==> src/rtl/fir_coef_ctrl.sv <==
// rtl/fir_coef_ctrl.sv - shadow/active coefficient bank controller with drain-gated swap for a 16-tap symmetric FIR
module fir_coef_ctrl #(
    parameter int DW       = 16,
    parameter int PIPE_LAT = 4,
    parameter int NTAP     = 8
) (
    input  logic          clk,
    input  logic          rstn,
    input  logic          s_valid,
    input  logic [DW-1:0] s_data,
    output logic          s_ready,
    output logic          fir_en,
    output logic [DW-1:0] fir_xin,
    input  logic          cfg_we,
    input  logic [2:0]    cfg_addr,
    input  logic [DW-1:0] cfg_wdata,
    output logic          cfg_ready,
    input  logic          cfg_commit,
    input  logic          cfg_rd,
    output logic [DW-1:0] cfg_rdata,
    output logic          cfg_done,
    output logic          cfg_err,
    output logic          busy,
    output logic [DW-1:0] coef_0,
    output logic [DW-1:0] coef_1,
    output logic [DW-1:0] coef_2,
    output logic [DW-1:0] coef_3,
    output logic [DW-1:0] coef_4,
    output logic [DW-1:0] coef_5,
    output logic [DW-1:0] coef_6,
    output logic [DW-1:0] coef_7
);

    localparam int CW = $clog2(PIPE_LAT + 1);

    typedef enum logic [1:0] {
        IDLE = 2'd0,
        HOLD = 2'd1,
        SWAP = 2'd2
    } state_t;

    state_t          state_q, state_d;
    logic [CW-1:0]   cnt_q, cnt_d;
    logic            err_d;
    logic            s_ready_q;
    logic            cfg_ready_q;
    logic            busy_q;
    logic            done_q;
    logic            err_q;
    logic            fir_en_q;
    logic [DW-1:0]   fir_xin_q;
    logic [DW-1:0]   rdata_q;
    logic [DW-1:0]   shadow_q [NTAP];
    logic [DW-1:0]   active_q [NTAP];
    logic            accept;
    logic            wr_ok;

    // Ready flags are registered, so both handshakes use the registered view
    assign accept = s_valid && s_ready_q;
    assign wr_ok  = cfg_we && cfg_ready_q;

    // State register and drain counter
    always_ff @(posedge clk or negedge rstn) begin
        if (!rstn) begin
            state_q <= IDLE;
            cnt_q   <= '0;
        end else begin
            state_q <= state_d;
            cnt_q   <= cnt_d;
        end
    end

    // Next state, drain counter update and commit rejection
    always_comb begin
        state_d = state_q;
        err_d   = 1'b0;
        if (accept) begin
            cnt_d = CW'(PIPE_LAT);
        end else if (cnt_q != '0) begin
            cnt_d = cnt_q - CW'(1);
        end else begin
            cnt_d = cnt_q;
        end
        case (state_q)
            IDLE: begin
                if (cfg_commit) state_d = HOLD;
            end
            HOLD: begin
                if (cfg_commit) err_d = 1'b1;
                if (cnt_q == '0 && !accept) state_d = SWAP;
            end
            SWAP: begin
                if (cfg_commit) err_d = 1'b1;
                state_d = IDLE;
            end
            default: state_d = IDLE;
        endcase
    end

    // Status outputs registered from the next state so they line up with it
    always_ff @(posedge clk or negedge rstn) begin
        if (!rstn) begin
            s_ready_q   <= 1'b0;
            cfg_ready_q <= 1'b0;
            busy_q      <= 1'b0;
            done_q      <= 1'b0;
            err_q       <= 1'b0;
        end else begin
            s_ready_q   <= (state_d == IDLE);
            cfg_ready_q <= (state_d != SWAP);
            busy_q      <= (state_d != IDLE);
            done_q      <= (state_q == SWAP);
            err_q       <= err_d;
        end
    end

    // Sample path: one-cycle strobe, sample held between accepts
    always_ff @(posedge clk or negedge rstn) begin
        if (!rstn) begin
            fir_en_q  <= 1'b0;
            fir_xin_q <= '0;
        end else begin
            fir_en_q <= accept;
            if (accept) fir_xin_q <= s_data;
        end
    end

    // Shadow bank: host writes, dropped while swapping
    always_ff @(posedge clk or negedge rstn) begin
        if (!rstn) begin
            for (int i = 0; i < NTAP; i++) shadow_q[i] <= '0;
        end else if (wr_ok) begin
            shadow_q[cfg_addr] <= cfg_wdata;
        end
    end

    // Active bank: whole-bank copy on the single SWAP edge only
    always_ff @(posedge clk or negedge rstn) begin
        if (!rstn) begin
            for (int i = 0; i < NTAP; i++) active_q[i] <= '0;
        end else if (state_q == SWAP) begin
            for (int i = 0; i < NTAP; i++) active_q[i] <= shadow_q[i];
        end
    end

    // Readback of the active bank, held when not strobed
    always_ff @(posedge clk or negedge rstn) begin
        if (!rstn) begin
            rdata_q <= '0;
        end else if (cfg_rd) begin
            rdata_q <= active_q[cfg_addr];
        end
    end

    assign s_ready   = s_ready_q;
    assign cfg_ready = cfg_ready_q;
    assign busy      = busy_q;
    assign cfg_done  = done_q;
    assign cfg_err   = err_q;
    assign fir_en    = fir_en_q;
    assign fir_xin   = fir_xin_q;
    assign cfg_rdata = rdata_q;
    assign coef_0    = active_q[0];
    assign coef_1    = active_q[1];
    assign coef_2    = active_q[2];
    assign coef_3    = active_q[3];
    assign coef_4    = active_q[4];
    assign coef_5    = active_q[5];
    assign coef_6    = active_q[6];
    assign coef_7    = active_q[7];

endmodule
==> config.mk <==
export PLATFORM = sky130hd
export DESIGN_NAME = fir_coef_ctrl
export DESIGN_NICKNAME = d
export VERILOG_FILES = /design/src/rtl/fir_coef_ctrl.sv
export SDC_FILE = /design/constraint.sdc
export NUM_CORES = 1
export LEC_CHECK = 0
export CAP_MARGIN = 0
export CORE_MARGIN = 5
export CORE_UTILIZATION = 50
export DETAILED_ROUTE_END_ITERATION = 8
export HOLD_SLACK_MARGIN = 0.03
export PLACE_DENSITY_LB_ADDON = 0.25
export SKIP_LAST_GASP = 1
export SLEW_MARGIN = 10
export SYNTH_ARGS = -nofsm -noshare
export SYNTH_HDL_FRONTEND = slang
export SYNTH_SLANG_ARGS = --single-unit
==> constraint.sdc <==
create_clock -name clk -period 2.8 [get_ports clk]
set_clock_uncertainty 0.15 [all_clocks]
set_input_delay 0.56 -clock clk [delete_from_list [all_inputs] [get_ports clk]]
set_output_delay 0.56 -clock clk [all_outputs]
set_load 0.05 [all_outputs]
Yosys cells after proc, flatten, opt, wreduce, memory -nomap -nowiden
Index checks and enable logic that the tools add are counted.
{ "totals": {"output_inout_bits": 166, "reg_bits": 299} }
{ "op_classes": {"eq_ne": 3, "mux": 13, "reduce_logical": 12, "n_addsub": 1, "n_bitwise": 1, "order_cmp": 2} }
{ "op_table": {"columns": ["operator", "count"], "rows": [
  ["$bwmux 128", 1],
  ["$bmux 16 s3", 1],
  ["$demux 16 s3", 1],
  ["$mux 16", 3],
  ["$mux 3", 2],
  ["$ge 4x4->1 const B", 1],
  ["$logic_and 1x1->1", 4],
  ["$logic_not 2->1", 2],
  ["$lt 4x1->1 const B", 1],
  ["$mux 2", 2],
  ["$not 3->4", 1],
  ["$pmux 2 s2", 1],
  ["$reduce_bool 2->1", 2],
  ["$logic_not 3->1", 1],
  ["$reduce_bool 3->1", 1],
  ["$sub 3x1->3 const B", 1],
  ["$eq 2x1->1 const B", 1],
  ["$eq 2x2->1 const B", 1],
  ["$mux 1", 2],
  ["$ne 2x2->1 const B", 1],
  ["$reduce_or 2->1", 1],
  ["$logic_not 1->1", 1]
]} }

Longest topological paths before layout
{ "logic_depth": {"word_depth": 6, "mapped_depth": 6, "ltp_nobuf": 6} }

Worst setup path before layout
OpenSTA, ideal clock, no wires.
{ "synth_timing": {"path_kind": "register to register", "startpoint": "register cfg_ready_q, in the netlist cfg_ready", "endpoint": "register shadow_q[53] (netlist name)", "setup_slack_ns": 0.714, "required_ns": 2.525, "stages_incl_launch_ff": 6, "arrival_ns": 1.811, "period_less_slack_ns": 2.086, "cell_sequence": "dfrtp_1 > nand3_2 > or3_1 > buf_2 > buf_6 > mux2_4"} }
{ "synth_between": {"elab_chain_len": 1} }
{ "synth_lines": {"columns": ["element", "line", "source"], "rows": [
  ["start, declared", "46", "logic cfg_ready_q;"],
  ["start signal, assigned", "110", "cfg_ready_q <= (state_d != SWAP);"],
  ["$logic_and 1x1->1", "60", "assign wr_ok = cfg_we && cfg_ready_q;"],
  ["end signal, assigned by index", "133", "shadow_q[cfg_addr] <= cfg_wdata;"],
  ["end, declared", "53", "logic [DW-1:0] shadow_q [NTAP];"]
]} }
Every way passes these cells.
A chain may end at the register's enable or synchronous reset.

Worst setup path in the final report
{ "layout_timing": {"startpoint": "register cfg_ready_q, in the netlist cfg_ready", "endpoint": "output cfg_ready"} }
{ "layout_lines": {"columns": ["element", "line", "source"], "rows": [
  ["end, declared", "17", "output logic cfg_ready,"]
]} }
No word-level cell between the ends.

==> impl.org <==
** Outcome
- Run status :: finished, final reports clean

** Critical path
- At the worst endpoint, the arrival time is 1870 ps.
- Maximum single-stage delay on the critical path :: 870 ps
- Together, buffers and inverters on the worst path number 1.
- STA classifies the critical path startpoint as a flop.
- Cell-by-cell trace of the critical path :: clkdlybuf4s50_1
- Cell family with most CP delay :: buffers and inverters
- Among all stages on the critical path, the largest delay is contributed by clkdlybuf4s50_1.
- Required arrival time at the worst endpoint :: 2090 ps
- Critical Path End Type :: output pin
- The critical path is of the flop to output pin type.
- In this run the worst path has a maximum fanout of 3.

** Logic synthesis
- Total nets after synthesis :: 858
- The synthesized netlist occupies a cell area of 12180 um2.
- The Yosys step of the flow raised 0 warnings.
- The netlist uses 28 different library cells.
- A synthesized cell averages 15.00 um2.
- Share of the yosys chip area belonging to registers :: 0.6145
- After synthesis the netlist holds a flip-flop and latch count of 299.
- Syn Inst Count :: 812

** Power and ir drop
- The worst-case IR drop observed on VDD is 1.023 mV.
- Power spread over the standard cell area amounts to 1342 nW/um2.
- The share of total power dissipated in the clock network is 0.197.
- The design draws 21.30 mW.
- Gate power share :: 0.456
- Switching Fraction :: 0.4092
- The analysis attributes to cell leakage a power of 6.915 nW.
- Switching power total :: 8.715 mW
- The internal power of the cells totals 12.58 mW.
- Of the total power, registers draw 0.347.

** Clock tree
- In this run the number of H-tree levels came out at 1.
- Maximum clock path buffer count :: 3
- Clock transition time at the flip-flop clock pins of the worst setup and hold paths :: 60 ps
- TritonCTS Buffers :: 31
- Clock tree synthesis selected as its root buffer the cell clkbuf_16.
- The tree built by TritonCTS fans out to 299 sinks.
- CTS tree :: done
- Clock latency on the worst-skew pair, taken at its later pin, is 550 ps.

** Timing
- Final period utilization :: 0.9215
- Number of setup violations in the final report :: 0
- Derived from the worst setup path, the maximum achievable clock frequency is 387.6 MHz.
- Fin. Hold Viols :: 0
- Final worst path period need :: 2580 ps
- Actual transition at the worst max-transition pin :: 737.5 ps
- The max-slew violation count came to 0.
- Setup repair after global routing left no endpoint under its margin.
- Final-layout setup total negative slack :: 0 ps
- Headroom to the max-slew limit :: 0.5072

** Floorplanning
- Row generation in the floorplan step produced 57 rows.
- In this run the count of I/O pins placed on the die edge is 207.
- In this run the horizontal extent of the chip is 166.1 um.
- Height of the chip :: 166.1 um
- Area of the die :: 27570 um2
- Effective utilization at floorplan :: 0.5036
- The floorplan step defined a core boundary enclosing 24180 um2.

** Global route
- Total global routing overflow :: 0
- The first global-routing pass estimated 46.37 mm of wire.
- Across every metal layer, demand over resource in global routing totals 0.2079.
- Initial antenna violation count :: 0
- Pin count of the biggest net entering global routing :: 88
- The via count of the first global-routing pass is 7956.

** Route
- Summed over all layers, the routed wires come to 28.76 mm.
- Once detail routing completed, the nets flagged for antenna violations numbered 0.
- Detail-routed net length per standard cell :: 20.78 um
- The first detailed-routing pass ran for 4 iterations.
- The detailed router finished its first iteration with 354 violations.
- The final route contains 7431 vias.
- DRC violation count after routing :: 0
- Vias per std cell :: 5.369

** Layout
- Area overhead of the layout relative to synthesis :: 30.29%
- After routing the design area is 15870 um2.
- Nets :: 1082
- 0 antenna diodes ended up in the layout.
- In the final layout, the share of cells above drive strength 1 is 0.3453.
- The finished layout holds 1384 standard cells, fillers aside.

** Placement
- Buffers placed on the I/O ports in this run total 206.
- After detailed placement, the total cell area comes to 14800 um2.
- Placed Cells incl. Taps :: 1326
- GPL Wtd Cong :: 0.8056
- HPWL after detailed placement :: 19.55 mm

** Job
- Max-cap violations in this run came to 0.

** Worst hold path
- Worst hold-check path type :: flop to flop
## cell usage in the layout (no fill, tap or decap), types with 2 or more instances in the layout
cell / netlist / layout
mux2_4: 10 / 10
buf_4: 5 / 16
clkdlybuf4s50_1: 0 / 204
clkinvlp_4: 0 / 2
nor2b_1: 3 / 3
clkbuf_16: 0 / 31
mux2_2: 261 / 261
nor2_2: 6 / 6
mux2i_1: 65 / 65
nand2b_1: 4 / 4
or3_1: 2 / 2
nand2_1: 6 / 6
a21oi_1: 20 / 20
ha_1: 5 / 4
inv_1: 7 / 7
dfrtp_1: 299 / 299
clkinv_2: 0 / 14
clkbuf_8: 0 / 5
nor2_1: 37 / 37
o22ai_1: 33 / 33
and2_1: 2 / 2
buf_12: 0 / 12
bufinv_16: 0 / 4
## logic make-up (layout without fill, tap and decap cells)
logic type,count (synthesis),count (layout),share of synthesized area
XOR/XNOR,1,1,0.0007194
adder cells (fa/ha/maj),5,5,0.005138
multiplexers,337,337,0.3081
flip-flops,299,299,0.6145
AND/OR/NAND/NOR,64,64,0.02538
AO/OA/AOI/OAI,56,56,0.02682
buffers and inverters,50,298,0.01942
## Yosys cell counts
library cell | count | area [um2]
or2_2 | 1 | 6.260
mux2i_1 | 65 | 650.6
nand3_1 | 1 | 5.000
dfrtp_1 | 299 | 7482
nand3b_4 | 1 | 20.02
buf_2 | 12 | 60.06
mux2_2 | 261 | 2939
buf_6 | 2 | 22.52
nor2_1 | 37 | 138.9
inv_1 | 7 | 26.28
nor2b_1 | 3 | 18.77
o22ai_1 | 33 | 206.5
o21ai_0 | 1 | 5.000
buf_4 | 5 | 37.54
nand2b_1 | 4 | 25.02
ha_1 | 5 | 62.56
nand3_2 | 1 | 10.01
mux2_1 | 1 | 11.26
o21a_1 | 1 | 7.510
mux2_4 | 10 | 150.1
clkbuf_1 | 24 | 90.09
a211oi_1 | 1 | 7.510
a21oi_1 | 20 | 100.1
nand2_1 | 6 | 22.52
and2_1 | 2 | 12.51
nor2_2 | 6 | 37.54
xnor2_1 | 1 | 8.760
or3_1 | 2 | 12.51
## metal layers
layer,part of all wire,global-route usage,vias up
met2,0.49,0.3432,174
met5,0,0,-
met3,0.055,0.04642,32
met4,0.014,0.03802,0
met1,0.44,0.2889,3869
li1,-,-,3356
## what timing repair did
| action | 4_1_cts | 5_1_grt |
|---|---|---|
| buffers inserted | 0 | 0 |
| setup endpoints to repair | 0 | 0 |
| resized for setup | 0 | 0 |
| hold buffers | 1 | 0 |
| endpoints found under the hold margin | 77 | 0 |
## flip-flops by register name, summed over array words and instances (netlist names), 2 cells and up
signal / count
coef_7: 16
coef_5: 16
state_q: 2
coef_0: 16
fir_xin: 16
cfg_rdata: 16
cnt_q: 3
coef_1: 16
coef_2: 16
shadow_q: 128
coef_6: 16
coef_4: 16
coef_3: 16
## worst paths after layout
kind                                from    endpoint  slack, ps  cells past startpoint
setup / recovery               cfg_ready   cfg_ready        220                      1
hold / removal             shadow_q[112]   coef_0[0]        340                      1
setup reg to reg              state_q[0]   coef_7[5]        810                      4
hold reg to reg            shadow_q[112]   coef_0[0]        340                      1
max in group asynchronous           rstn   coef_3[2]       1270                      3
min in group asynchronous           rstn  coef_1[14]        490                      2
## per-stage QoR
stage                       util  setup WS, ps  hold slack [ps]
after global routing      0.6562         159.0            359.0
after global placement    0.6122         298.3            324.6
after detailed placement  0.6122         277.5            333.1
after CTS                 0.6562         178.2            345.8
after floorplan                -         714.3            114.4
final                     0.6562         219.7            343.8
## power by group through the flow
stage	logic, mW	clock network (mW)	registers (mW)
2_1_floorplan	2.84	0	10.9
3_3_place_gp	9.65	0	7.40
3_5_place_dp	9.80	0	7.44
4_1_cts	9.82	4.30	7.39
5_1_grt	10.2	4.49	7.63
6_report	9.72	4.19	7.38
## final cells by class
class,instances,area [um2]
clock inverter,20,205.2
multi-input combinational,463,4471
clock buffer,37,848.3
timing repair buffer,234,2427
inverter,7,26.28
tap,324,405.4
sequential,299,7482
fill,1816,8312
Power figures use the tool's default switching activity.
